File: src/rtl/hazard_ctrl_pkg.sv
`default_nettype none
// ============================================================================
// Module   : hazard_ctrl_pkg
// Purpose  : Shared pipeline definitions for the hazard controller.
//            Holds the PCsrc encodings, the controller state type, counter
//            widths, the memory wait limit and the branch-resolve helper.
// Ports    : none (package)
// Revision : 1.0  initial release
// ============================================================================
package hazard_ctrl_pkg;

  localparam int CNT_W      = 16;   // event counter width
  localparam int WAIT_W     = 8;    // memory wait counter width
  localparam int WAIT_LIMIT = 255;  // wait count at which a freeze is a timeout
  localparam int REG_W      = 5;    // register address width
  localparam int PCSRC_W    = 4;    // branch/jump class width

  // Branch/jump class of the instruction in MEM. Codes 4-15 are reserved
  // and behave as sequential.
  localparam logic [PCSRC_W-1:0] PCSRC_SEQ  = 4'd0;
  localparam logic [PCSRC_W-1:0] PCSRC_BEQ  = 4'd1;
  localparam logic [PCSRC_W-1:0] PCSRC_BNE  = 4'd2;
  localparam logic [PCSRC_W-1:0] PCSRC_JUMP = 4'd3;

  typedef enum logic [0:0] {
    ST_RUN      = 1'b0,
    ST_MEM_WAIT = 1'b1
  } hz_state_e;

  // Resolves whether the branch/jump held in MEM redirects the PC.
  function automatic logic branch_resolve(input logic [PCSRC_W-1:0] pcsrc,
                                          input logic               zero);
    logic taken;
    taken = 1'b0;
    case (pcsrc)
      PCSRC_BEQ:  taken = zero;
      PCSRC_BNE:  taken = ~zero;
      PCSRC_JUMP: taken = 1'b1;
      default:    taken = 1'b0;
    endcase
    return taken;
  endfunction

endpackage
`default_nettype wire

File: src/rtl/hazard_ctrl_if.sv
`default_nettype none
// ============================================================================
// Module   : hazard_ctrl_if
// Purpose  : Bundle of pipeline status inputs and pipeline-register control
//            outputs exchanged between the datapath and the hazard controller.
// Modports : master - pipeline/datapath side (drives status, takes controls)
//            slave  - hazard controller side (takes status, drives controls)
// Revision : 1.0  initial release
// ============================================================================
interface hazard_ctrl_if;
  import hazard_ctrl_pkg::*;

  // Status from the pipeline
  logic [REG_W-1:0]   IF_ID_rs;
  logic [REG_W-1:0]   IF_ID_rt;
  logic               ID_EX_MemRead;
  logic [REG_W-1:0]   ID_EX_Dest_Reg_Addr;
  logic [PCSRC_W-1:0] EX_MEM_PCsrc;
  logic               EX_MEM_zero;
  logic               EX_MEM_MemRead;
  logic               EX_MEM_MemWrite;
  logic               mem_ready;

  // Controls back to the pipeline
  logic               PC_write;
  logic               IF_ID_write;
  logic               ID_EX_write;
  logic               EX_MEM_write;
  logic               MEM_WB_write;
  logic               IF_ID_reset;
  logic               ID_EX_reset;
  logic               EX_MEM_reset;
  logic               MEM_WB_reset;
  logic               branch_taken;
  logic               mem_timeout;
  logic [CNT_W-1:0]   stall_cycles;
  logic [CNT_W-1:0]   flush_count;

  modport master (
    output IF_ID_rs, IF_ID_rt, ID_EX_MemRead, ID_EX_Dest_Reg_Addr,
           EX_MEM_PCsrc, EX_MEM_zero, EX_MEM_MemRead, EX_MEM_MemWrite,
           mem_ready,
    input  PC_write, IF_ID_write, ID_EX_write, EX_MEM_write, MEM_WB_write,
           IF_ID_reset, ID_EX_reset, EX_MEM_reset, MEM_WB_reset,
           branch_taken, mem_timeout, stall_cycles, flush_count
  );

  modport slave (
    input  IF_ID_rs, IF_ID_rt, ID_EX_MemRead, ID_EX_Dest_Reg_Addr,
           EX_MEM_PCsrc, EX_MEM_zero, EX_MEM_MemRead, EX_MEM_MemWrite,
           mem_ready,
    output PC_write, IF_ID_write, ID_EX_write, EX_MEM_write, MEM_WB_write,
           IF_ID_reset, ID_EX_reset, EX_MEM_reset, MEM_WB_reset,
           branch_taken, mem_timeout, stall_cycles, flush_count
  );

endinterface
`default_nettype wire

File: src/rtl/sat_counter.sv
`default_nettype none
// ============================================================================
// Module   : sat_counter
// Purpose  : Up-counter that sticks at all-ones and can be cleared
//            synchronously. Clear has priority over increment.
// Ports    : clock  - rising-edge clock
//            reset  - asynchronous active-high reset (count -> 0)
//            clear  - synchronous clear
//            inc    - count enable
//            count  - current count
// Revision : 1.0  initial release
// ============================================================================
module sat_counter #(
  parameter int WIDTH = 16
) (
  input  logic             clock,
  input  logic             reset,
  input  logic             clear,
  input  logic             inc,
  output logic [WIDTH-1:0] count
);

  localparam logic [WIDTH-1:0] c_one = {{(WIDTH-1){1'b0}}, 1'b1};
  localparam logic [WIDTH-1:0] c_max = {WIDTH{1'b1}};

  logic [WIDTH-1:0] r_count;

  always_ff @(posedge clock or posedge reset) begin
    if (reset) begin
      r_count <= '0;
    end else if (clear) begin
      r_count <= '0;
    end else if (inc && (r_count != c_max)) begin
      r_count <= r_count + c_one;
    end
  end

  assign count = r_count;

endmodule
`default_nettype wire

File: src/rtl/hazard_ctrl.sv
`default_nettype none
// ============================================================================
// Module   : hazard_ctrl
// Purpose  : Pipeline hazard controller. Freezes the pipe while data memory
//            is busy, flushes on taken branches/jumps in MEM and inserts a
//            bubble for load-use dependences. Priority: freeze > flush >
//            load-use. Tracks memory wait time and stall/flush statistics.
// Ports    : clock - rising-edge clock
//            reset - asynchronous active-high reset
//            bus   - hazard_ctrl_if.slave (pipeline status in, controls out)
// Revision : 1.0  initial release
// ============================================================================
module hazard_ctrl
  import hazard_ctrl_pkg::*;
(
  input  logic         clock,
  input  logic         reset,
  hazard_ctrl_if.slave bus
);

  localparam logic [WAIT_W-1:0] c_wait_limit = WAIT_W'(WAIT_LIMIT);

  hz_state_e         r_state;
  hz_state_e         w_state_nxt;
  logic              r_timeout;
  logic              w_mem_freeze;
  logic              w_taken;
  logic              w_load_use;
  logic              w_timeout_set;
  logic              w_wait_clr;
  logic              w_stall_inc;
  logic              w_flush_inc;
  logic [WAIT_W-1:0] w_wait_cnt;
  logic [CNT_W-1:0]  w_stall_cnt;
  logic [CNT_W-1:0]  w_flush_cnt;

  logic w_pc_write, w_if_id_write, w_id_ex_write, w_ex_mem_write, w_mem_wb_write;
  logic w_if_id_reset, w_id_ex_reset, w_ex_mem_reset, w_mem_wb_reset;
  logic w_branch_taken;

  assign w_mem_freeze = (bus.EX_MEM_MemRead | bus.EX_MEM_MemWrite) & ~bus.mem_ready;
  assign w_taken      = branch_resolve(bus.EX_MEM_PCsrc, bus.EX_MEM_zero);
  // Register 0 is hard-wired, so a load into it never creates a dependence.
  assign w_load_use   = bus.ID_EX_MemRead
                      & (bus.ID_EX_Dest_Reg_Addr != '0)
                      & ((bus.ID_EX_Dest_Reg_Addr == bus.IF_ID_rs) |
                         (bus.ID_EX_Dest_Reg_Addr == bus.IF_ID_rt));

  always_ff @(posedge clock or posedge reset) begin
    if (reset) begin
      r_state <= ST_RUN;
    end else begin
      r_state <= w_state_nxt;
    end
  end

  // Outputs depend only on the live freeze condition, so the release cycle
  // (MEM_WAIT with mem_ready high) naturally falls through to the normal
  // branch/load-use evaluation and a held branch resolves exactly once.
  always_comb begin
    w_state_nxt    = r_state;
    w_pc_write     = 1'b1;
    w_if_id_write  = 1'b1;
    w_id_ex_write  = 1'b1;
    w_ex_mem_write = 1'b1;
    w_mem_wb_write = 1'b1;
    w_if_id_reset  = 1'b0;
    w_id_ex_reset  = 1'b0;
    w_ex_mem_reset = 1'b0;
    w_mem_wb_reset = 1'b0;
    w_branch_taken = 1'b0;
    w_stall_inc    = 1'b0;
    w_flush_inc    = 1'b0;

    case (r_state)
      ST_RUN:      if (w_mem_freeze)  w_state_nxt = ST_MEM_WAIT;
      ST_MEM_WAIT: if (!w_mem_freeze) w_state_nxt = ST_RUN;
      default:     w_state_nxt = ST_RUN;
    endcase

    if (reset) begin
      w_pc_write     = 1'b0;
      w_if_id_write  = 1'b0;
      w_id_ex_write  = 1'b0;
      w_ex_mem_write = 1'b0;
      w_mem_wb_write = 1'b0;
      w_if_id_reset  = 1'b1;
      w_id_ex_reset  = 1'b1;
      w_ex_mem_reset = 1'b1;
      w_mem_wb_reset = 1'b1;
    end else if (w_mem_freeze) begin
      // Hold everything up to MEM; feed a bubble into WB.
      w_pc_write     = 1'b0;
      w_if_id_write  = 1'b0;
      w_id_ex_write  = 1'b0;
      w_ex_mem_write = 1'b0;
      w_mem_wb_reset = 1'b1;
      w_stall_inc    = 1'b1;
    end else if (w_taken) begin
      w_branch_taken = 1'b1;
      w_if_id_reset  = 1'b1;
      w_id_ex_reset  = 1'b1;
      w_ex_mem_reset = 1'b1;
      w_flush_inc    = 1'b1;
    end else if (w_load_use) begin
      w_pc_write     = 1'b0;
      w_if_id_write  = 1'b0;
      w_id_ex_reset  = 1'b1;
      w_stall_inc    = 1'b1;
    end
  end

  // Wait count restarts whenever the controller leaves MEM_WAIT.
  assign w_wait_clr    = (r_state == ST_MEM_WAIT) & ~w_mem_freeze;
  assign w_timeout_set = w_mem_freeze & (w_wait_cnt == c_wait_limit);

  always_ff @(posedge clock or posedge reset) begin
    if (reset) begin
      r_timeout <= 1'b0;
    end else if (w_timeout_set) begin
      r_timeout <= 1'b1;
    end
  end

  sat_counter #(.WIDTH(WAIT_W)) u_wait_cnt (
    .clock (clock),
    .reset (reset),
    .clear (w_wait_clr),
    .inc   (w_mem_freeze),
    .count (w_wait_cnt)
  );

  sat_counter #(.WIDTH(CNT_W)) u_stall_cnt (
    .clock (clock),
    .reset (reset),
    .clear (1'b0),
    .inc   (w_stall_inc),
    .count (w_stall_cnt)
  );

  sat_counter #(.WIDTH(CNT_W)) u_flush_cnt (
    .clock (clock),
    .reset (reset),
    .clear (1'b0),
    .inc   (w_flush_inc),
    .count (w_flush_cnt)
  );

  assign bus.PC_write     = w_pc_write;
  assign bus.IF_ID_write  = w_if_id_write;
  assign bus.ID_EX_write  = w_id_ex_write;
  assign bus.EX_MEM_write = w_ex_mem_write;
  assign bus.MEM_WB_write = w_mem_wb_write;
  assign bus.IF_ID_reset  = w_if_id_reset;
  assign bus.ID_EX_reset  = w_id_ex_reset;
  assign bus.EX_MEM_reset = w_ex_mem_reset;
  assign bus.MEM_WB_reset = w_mem_wb_reset;
  assign bus.branch_taken = w_branch_taken;
  // The flag is visible in the very freeze cycle that trips the limit.
  assign bus.mem_timeout  = r_timeout | w_timeout_set;
  assign bus.stall_cycles = w_stall_cnt;
  assign bus.flush_count  = w_flush_cnt;

endmodule
`default_nettype wire

File: src/flat_wrapper.sv
// flat-port wrapper written by rule: the top's interface ports become plain ports
module hazard_ctrl_flat import hazard_ctrl_pkg::*;
  (clock, reset, bus_IF_ID_rs, bus_IF_ID_rt, bus_ID_EX_MemRead, bus_ID_EX_Dest_Reg_Addr, bus_EX_MEM_PCsrc, bus_EX_MEM_zero, bus_EX_MEM_MemRead, bus_EX_MEM_MemWrite, bus_mem_ready, bus_PC_write, bus_IF_ID_write, bus_ID_EX_write, bus_EX_MEM_write, bus_MEM_WB_write, bus_IF_ID_reset, bus_ID_EX_reset, bus_EX_MEM_reset, bus_MEM_WB_reset, bus_branch_taken, bus_mem_timeout, bus_stall_cycles, bus_flush_count);
  hazard_ctrl_if bus_i ();
  input  logic clock;
  input  logic reset;
  input wire logic [$bits(bus_i.IF_ID_rs)-1:0] bus_IF_ID_rs;
  input wire logic [$bits(bus_i.IF_ID_rt)-1:0] bus_IF_ID_rt;
  input wire logic [$bits(bus_i.ID_EX_MemRead)-1:0] bus_ID_EX_MemRead;
  input wire logic [$bits(bus_i.ID_EX_Dest_Reg_Addr)-1:0] bus_ID_EX_Dest_Reg_Addr;
  input wire logic [$bits(bus_i.EX_MEM_PCsrc)-1:0] bus_EX_MEM_PCsrc;
  input wire logic [$bits(bus_i.EX_MEM_zero)-1:0] bus_EX_MEM_zero;
  input wire logic [$bits(bus_i.EX_MEM_MemRead)-1:0] bus_EX_MEM_MemRead;
  input wire logic [$bits(bus_i.EX_MEM_MemWrite)-1:0] bus_EX_MEM_MemWrite;
  input wire logic [$bits(bus_i.mem_ready)-1:0] bus_mem_ready;
  output wire logic [$bits(bus_i.PC_write)-1:0] bus_PC_write;
  output wire logic [$bits(bus_i.IF_ID_write)-1:0] bus_IF_ID_write;
  output wire logic [$bits(bus_i.ID_EX_write)-1:0] bus_ID_EX_write;
  output wire logic [$bits(bus_i.EX_MEM_write)-1:0] bus_EX_MEM_write;
  output wire logic [$bits(bus_i.MEM_WB_write)-1:0] bus_MEM_WB_write;
  output wire logic [$bits(bus_i.IF_ID_reset)-1:0] bus_IF_ID_reset;
  output wire logic [$bits(bus_i.ID_EX_reset)-1:0] bus_ID_EX_reset;
  output wire logic [$bits(bus_i.EX_MEM_reset)-1:0] bus_EX_MEM_reset;
  output wire logic [$bits(bus_i.MEM_WB_reset)-1:0] bus_MEM_WB_reset;
  output wire logic [$bits(bus_i.branch_taken)-1:0] bus_branch_taken;
  output wire logic [$bits(bus_i.mem_timeout)-1:0] bus_mem_timeout;
  output wire logic [$bits(bus_i.stall_cycles)-1:0] bus_stall_cycles;
  output wire logic [$bits(bus_i.flush_count)-1:0] bus_flush_count;
  assign bus_i.IF_ID_rs = bus_IF_ID_rs;
  assign bus_i.IF_ID_rt = bus_IF_ID_rt;
  assign bus_i.ID_EX_MemRead = bus_ID_EX_MemRead;
  assign bus_i.ID_EX_Dest_Reg_Addr = bus_ID_EX_Dest_Reg_Addr;
  assign bus_i.EX_MEM_PCsrc = bus_EX_MEM_PCsrc;
  assign bus_i.EX_MEM_zero = bus_EX_MEM_zero;
  assign bus_i.EX_MEM_MemRead = bus_EX_MEM_MemRead;
  assign bus_i.EX_MEM_MemWrite = bus_EX_MEM_MemWrite;
  assign bus_i.mem_ready = bus_mem_ready;
  assign bus_PC_write = bus_i.PC_write;
  assign bus_IF_ID_write = bus_i.IF_ID_write;
  assign bus_ID_EX_write = bus_i.ID_EX_write;
  assign bus_EX_MEM_write = bus_i.EX_MEM_write;
  assign bus_MEM_WB_write = bus_i.MEM_WB_write;
  assign bus_IF_ID_reset = bus_i.IF_ID_reset;
  assign bus_ID_EX_reset = bus_i.ID_EX_reset;
  assign bus_EX_MEM_reset = bus_i.EX_MEM_reset;
  assign bus_MEM_WB_reset = bus_i.MEM_WB_reset;
  assign bus_branch_taken = bus_i.branch_taken;
  assign bus_mem_timeout = bus_i.mem_timeout;
  assign bus_stall_cycles = bus_i.stall_cycles;
  assign bus_flush_count = bus_i.flush_count;
  hazard_ctrl u_core (.clock(clock), .reset(reset), .bus(bus_i));
endmodule
File: config.mk
export PLATFORM = sky130hd
export DESIGN_NAME = hazard_ctrl_flat
export DESIGN_NICKNAME = d
export VERILOG_FILES = /design/src/rtl/hazard_ctrl_pkg.sv /design/src/rtl/hazard_ctrl_if.sv /design/src/rtl/sat_counter.sv /design/src/rtl/hazard_ctrl.sv /design/src/flat_wrapper.sv
export SDC_FILE = /design/constraint.sdc
export NUM_CORES = 1
export LEC_CHECK = 0
export BUFFER_PORTS_ARGS = -buffer_cell sky130_fd_sc_hd__buf_2
export CAP_MARGIN = 10
export CORE_MARGIN = 3
export CORE_UTILIZATION = 46
export DETAILED_ROUTE_END_ITERATION = 10
export PLACE_DENSITY_LB_ADDON = 0.05
export REMOVE_ABC_BUFFERS = 1
export SLEW_MARGIN = 40
export SYNTH_ARGS = -nofsm -noshare
export SYNTH_HDL_FRONTEND = slang
export SYNTH_SLANG_ARGS = --single-unit
File: constraint.sdc
create_clock -name clock -period 2.29 [get_ports clock]
set_input_delay 0.458 -clock clock [delete_from_list [all_inputs] [get_ports clock]]
set_output_delay 0.458 -clock clock [all_outputs]
set_load 0.05 [all_outputs]
**Yosys cells after proc, flatten, opt, wreduce, memory -nomap -nowiden**

Index checks and enable logic that the tools add are counted.

- Add/subtract/negate cells: 3
- $mul: 0
- Div/mod/pow operators: 0
- Magnitude comparators: 0
- Equality and inequality tests: 9
- Shifts and indexed selects: 0
- Multiplexer cells: 23
- Bitwise operators: 11
- Reduce and logical (&&, ||, !) cells: 5

Operators by type and width:

| operator | number |
|---|---|
| $add A16 B1 Y16 const B | 2 |
| $ne A16 B16 Y1 const B | 2 |
| $mux W1 | 20 |
| $mux W8 | 2 |
| $eq A5 B5 Y1 | 2 |
| $add A8 B1 Y8 const B | 1 |
| $eq A4 B2 Y1 const B | 2 |
| $eq A8 B8 Y1 const B | 1 |
| $ne A8 B8 Y1 const B | 1 |
| $and A1 B1 Y1 | 5 |
| $reduce_bool A5 Y1 | 1 |
| $eq A4 B1 Y1 const B | 1 |
| $logic_and A1 B1 Y1 | 3 |
| $not A1 Y1 | 3 |
| $or A1 B1 Y1 | 3 |
| $pmux W1 S3 | 1 |
| $reduce_bool A2 Y1 | 1 |

- Flip-flop bits (word level): 42
- Latch bits: 0
- RAM bits: 0
- ROM bits: 0
- Input port bits: 26
- Output and inout bits: 43
- Word-level logic and storage cells: 56
- Memories kept: 0

**Longest topological paths before layout**

- Depth after elaboration: 8
- Mapped depth: 9
- Depth with buffers taken out: 7

**Modules after synthesis**

From an unflattened synthesis, not the netlist that was laid out.

- Cells, all modules: 295
- Area, all modules: 2705.1 µm²

Modules (own cells, without submodules):

| module | instances | cells an instance | area an instance (µm²) |
|---|---|---|---|
| sat_counter (u_core.u_flush_cnt ...) | 2 | 101 | 932.1 |
| sat_counter (u_core.u_wait_cnt) | 1 | 49 | 504.2 |
| hazard_ctrl | 1 | 44 | 336.6 |

**Worst setup path after synthesis**

Ideal clock, no wire load.

- Kind: input to output
- Start: in reset
- End: out bus_PC_write
- Arrival: 3.868 ns
- Data required time: 1.832 ns
- Setup slack: -2.036 ns
- Stages on the path: 5
- Path buffers: 1
- Path through: inv_1 nand2_1 inv_1 o21a_1 buf_4

- Longest elaborated chain between the ends: 1

RTL lines:

| item | RTL line | text |
|---|---|---|
| from (decl) | flat_wrapper.sv:6 | `input logic reset;` |
| $mux W1 | -- |  |
| to (decl) | flat_wrapper.sv:16 | `output wire logic [$bits(bus_i.PC_write)-1:0] bus_PC_write;` |

Every way passes these cells.

**Final worst setup path**

- Start: in bus_ID_EX_Dest_Reg_Addr[0]
- End: out bus_PC_write

- Longest elaborated chain between the ends: 7
- Elaborated cells between the ends (all ways): 10
- Classes of those cells: eq/ne: 2; mux: 4; bitwise: 3; reduce/logical: 1

RTL lines:

| item | RTL line | text |
|---|---|---|
| from (decl) | flat_wrapper.sv:10 | `input wire logic [$bits(bus_i.ID_EX_Dest_Reg_Addr)-1:0] bus_ID_EX_Dest_Reg_Addr;` |
| $eq A5 B5 Y1 (tied with other cells) | hazard_ctrl.sv:46 | `& ((bus.ID_EX_Dest_Reg_Addr == bus.IF_ID_rs) \|` |
| $or A1 B1 Y1 / $and A1 B1 Y1 (equally long branches) | hazard_ctrl.sv:46, hazard_ctrl.sv:45 |  |
| $and A1 B1 Y1 * | hazard_ctrl.sv:46 |  |
| $mux W1 * | hazard_ctrl.sv:105 | `end else if (w_load_use) begin` |
| $mux W1 * | hazard_ctrl.sv:99 | `end else if (w_taken) begin` |
| $mux W1 * | hazard_ctrl.sv:91 | `end else if (w_mem_freeze) begin` |
| $mux W1 * | hazard_ctrl.sv:81 | `if (reset) begin` |

Mark *: on every way between the ends. The rest lies on a longest branch, timed or not.

==> metrics <==
WP data required 1.83 ns; routed len/inst 13.3 um; Max Clk Rate 0.452 GHz; die footprint 0.00588 mm2; syn avg cell area 10.3 um2; critical path's top delay family simple AND/OR/NAND/NOR gates; Main synth FF type dfrtp_1; top cell type's share of synthesized area 0.458; Post-synth EDFFs 0; Die Height 76.7 um; synth unique cells 47; M1 wire length 2.21 mm; leakage 0.00145 uW; Via density 5.14; YS warnings 0; Met2 Routed Length between 2 and 2.5 mm; Pwr Total 2270 uW; TritonRoute pass-1 iters 4; Buf/Inv on CP 2; Max-Cap Viols 0; Startpoint Class primary input; Core Box Area 0.00479 mm2; final period utilization 0.967; Least-Margin Pin Slew ~0.56 ns; R2R depth 4; diodes inserted 0; Row Count 25; Levels on crit path 6; initial antenna violation count 0; layout cells sized above 1 0.322; Max stage delay on crit path 0.52 ns; grt ovf 0; Post-Syn Area between 0.002 and 0.0025 mm2; clk buf depth 2; Slew Viols, Final 0; Hold WC Path Type in -> async; CTS clk-pin slew, worst paths 0.08 ns; Fillers 451; final WL 4.89 mm; clk root buf clkbuf_8; clock skew around 0.0065 ns; # clock sinks between 40 and 50; TritonCTS Buffers 5; clk_lat worst skew 0.29 ns; cell mode on critical path buf_2; number of port buffers 68; largest cells by area after synthesis dfrtp_1, xor2_1, xnor2_1, nand3_1, nor3_1; critical setup path kind in -> out; first-pass GRT wire length 8.60 mm; Yosys top cell by area dfrtp_1; overall fraction of global-route tracks in use 0.178; Finish-stage setup viols 0; vias in the first global route 1897; area grow syn2layout 24.6%; FF+latch count, synth 42; antenna violation net count after detailed routing 0; CP max FO 2; GPL Wtd Cong 0.758; Worst Path Arrival 1.76 ns; crit end category output port; status completed; CTS Hold Bufs 0; Horiz. Die Dim 76.7 um; htree depth 2; IO Count 69; met3 wire length 263 um; worst IR drop on VDD 0.725 mV; RSZ-0062 raised after global routing yes; CTS tree built; final hold vios 0; Cells after Synth between 200 and 250; nets@finish 329; Cell Chain, Critical Path buf_2, or4_4, o21ai_2, nand2b_1, o21a_1, buf_2; residual DRC count 0; Post-DP HPWL 3.63 mm; Worst slew margin 0.623; Starting Density 0.480; post-synthesis sequential area ratio 0.458; largest net degree at the start of global routing 40; DR top layer met4; CP max-delay cell or4_4; DR vias 1890; Cell Pwr Density 793 mW/mm2; initial DRC count slightly above 80; Tmin final 2.21 ns; ys async rst share 1.00; setup_tns 0 ns
[worst paths after layout]
| check | startpoint | slack, ns | end |
|---|---|---|---|
| setup reg to reg | u_core.u_flush_cnt.count[9] | 0.31 | u_core.u_flush_cnt.count[1] |
| min in group clock | u_core.r_timeout | 0.47 | u_core.r_timeout |
| max in group asynchronous | reset | 1.46 | u_core.u_flush_cnt.count[9] |
| hold reg to reg | u_core.r_timeout | 0.47 | u_core.r_timeout |
| setup / recovery | bus_ID_EX_Dest_Reg_Addr[0] | 0.08 | bus_PC_write |
| hold / removal | reset | 0.10 | u_core.u_wait_cnt.count[7] |
[synth_stat cells, types with 2 or more instances]
| cell | count |
|---|---|
| and4_1 | 2 |
| nor3b_1 | 2 |
| o21a_1 | 2 |
| ha_1 | 3 |
| and3_1 | 3 |
| nand2_1 | 16 |
| a31oi_1 | 3 |
| a41o_1 | 2 |
| dfrtp_1 | 42 |
| buf_4 | 3 |
| nor4b_1 | 3 |
| inv_1 | 6 |
| nor4_1 | 6 |
| xnor2_1 | 19 |
| nand4_1 | 6 |
| or2_1 | 2 |
| mux2i_1 | 2 |
| clkbuf_1 | 3 |
| a21oi_1 | 2 |
| nor3_1 | 15 |
| nor2_1 | 7 |
| nand3_1 | 22 |
| xor2_1 | 22 |
| o21ai_0 | 7 |
[state kept, by name, indices dropped and copies added, names as in the netlist]
signal and flops:
u_core.u_stall_cnt.count 16, u_core.r_timeout 1, u_core.u_flush_cnt.count 16, u_core.u_wait_cnt.count 8, u_core.r_state 1
[logic make-up after synthesis]
logic type      share of synthesized area
compound gates                     0.0752
xor+xnor                            0.156
fa+ha+maj                          0.0164
buf+inv                            0.0332
flops                               0.458
mux                                0.0185
simple gates                        0.243
[metal layers]
metal  track usage  vias to the layer above
met5             0                        -
met4        0.0562                        0
met3        0.0458                        6
met2         0.290                       48
met1         0.233                      893
li1              -                      943
[placed cells by master (no fill, tap or decap), drive strengths merged, types with 3 or more instances in the layout]
master  count
nor3       16
nand3      22
dfrtp      42
nand2      16
o21ai       8
clkbuf      7
buf        78
ha          3
nor2        8
a31oi       3
nand4       6
xnor2      19
nor4b       3
nor4        7
and3        3
inv         7
xor2       22
[layout make-up]
cell class / instances / area [um2] / share of cell area
Clock buffer: 7 / 76.3 / 0.0267
Clock inverter: 1 / 30.0 / 0.0105
Inverter: 7 / 26.3 / 0.00918
Multi-Input combinational cell: 166 / 1180 / 0.411
Sequential cell: 42 / 1050 / 0.367
Tap cell: 67 / 83.8 / 0.0293
Timing Repair Buffer: 78 / 418 / 0.146
[where the power goes]
part | total [uW] | leakage, uW | switching [uW] | internal (uW)
Clock | 574 | 0.0000524 | 248 | 326
Sequential | 978 | 0.000552 | 136 | 843
Combinational | 718 | 0.000842 | 509 | 208
Total | 2270 | 0.00145 | 893 | 1380
[stage by stage]
stage          area [um2]  hold slack (ns)  std cells  setup WS, ns   util
2_1_floorplan        2250            0.438        215         -2.46      -
3_3_place_gp         2730            0.409        358        0.0429  0.570
3_5_place_dp         2730            0.420        358        0.0140  0.570
4_1_cts              2840           0.0984        366        0.0164  0.594
5_1_grt              2860            0.101        368    -0.0000158  0.598
6_report             2860            0.104        368        0.0755  0.598
[repair_timing]
action	CTS	global route
buffers inserted	0	2
gates resized for setup	3	1
setup endpoints to repair	1	2
(Power assumes the default switching activity.)
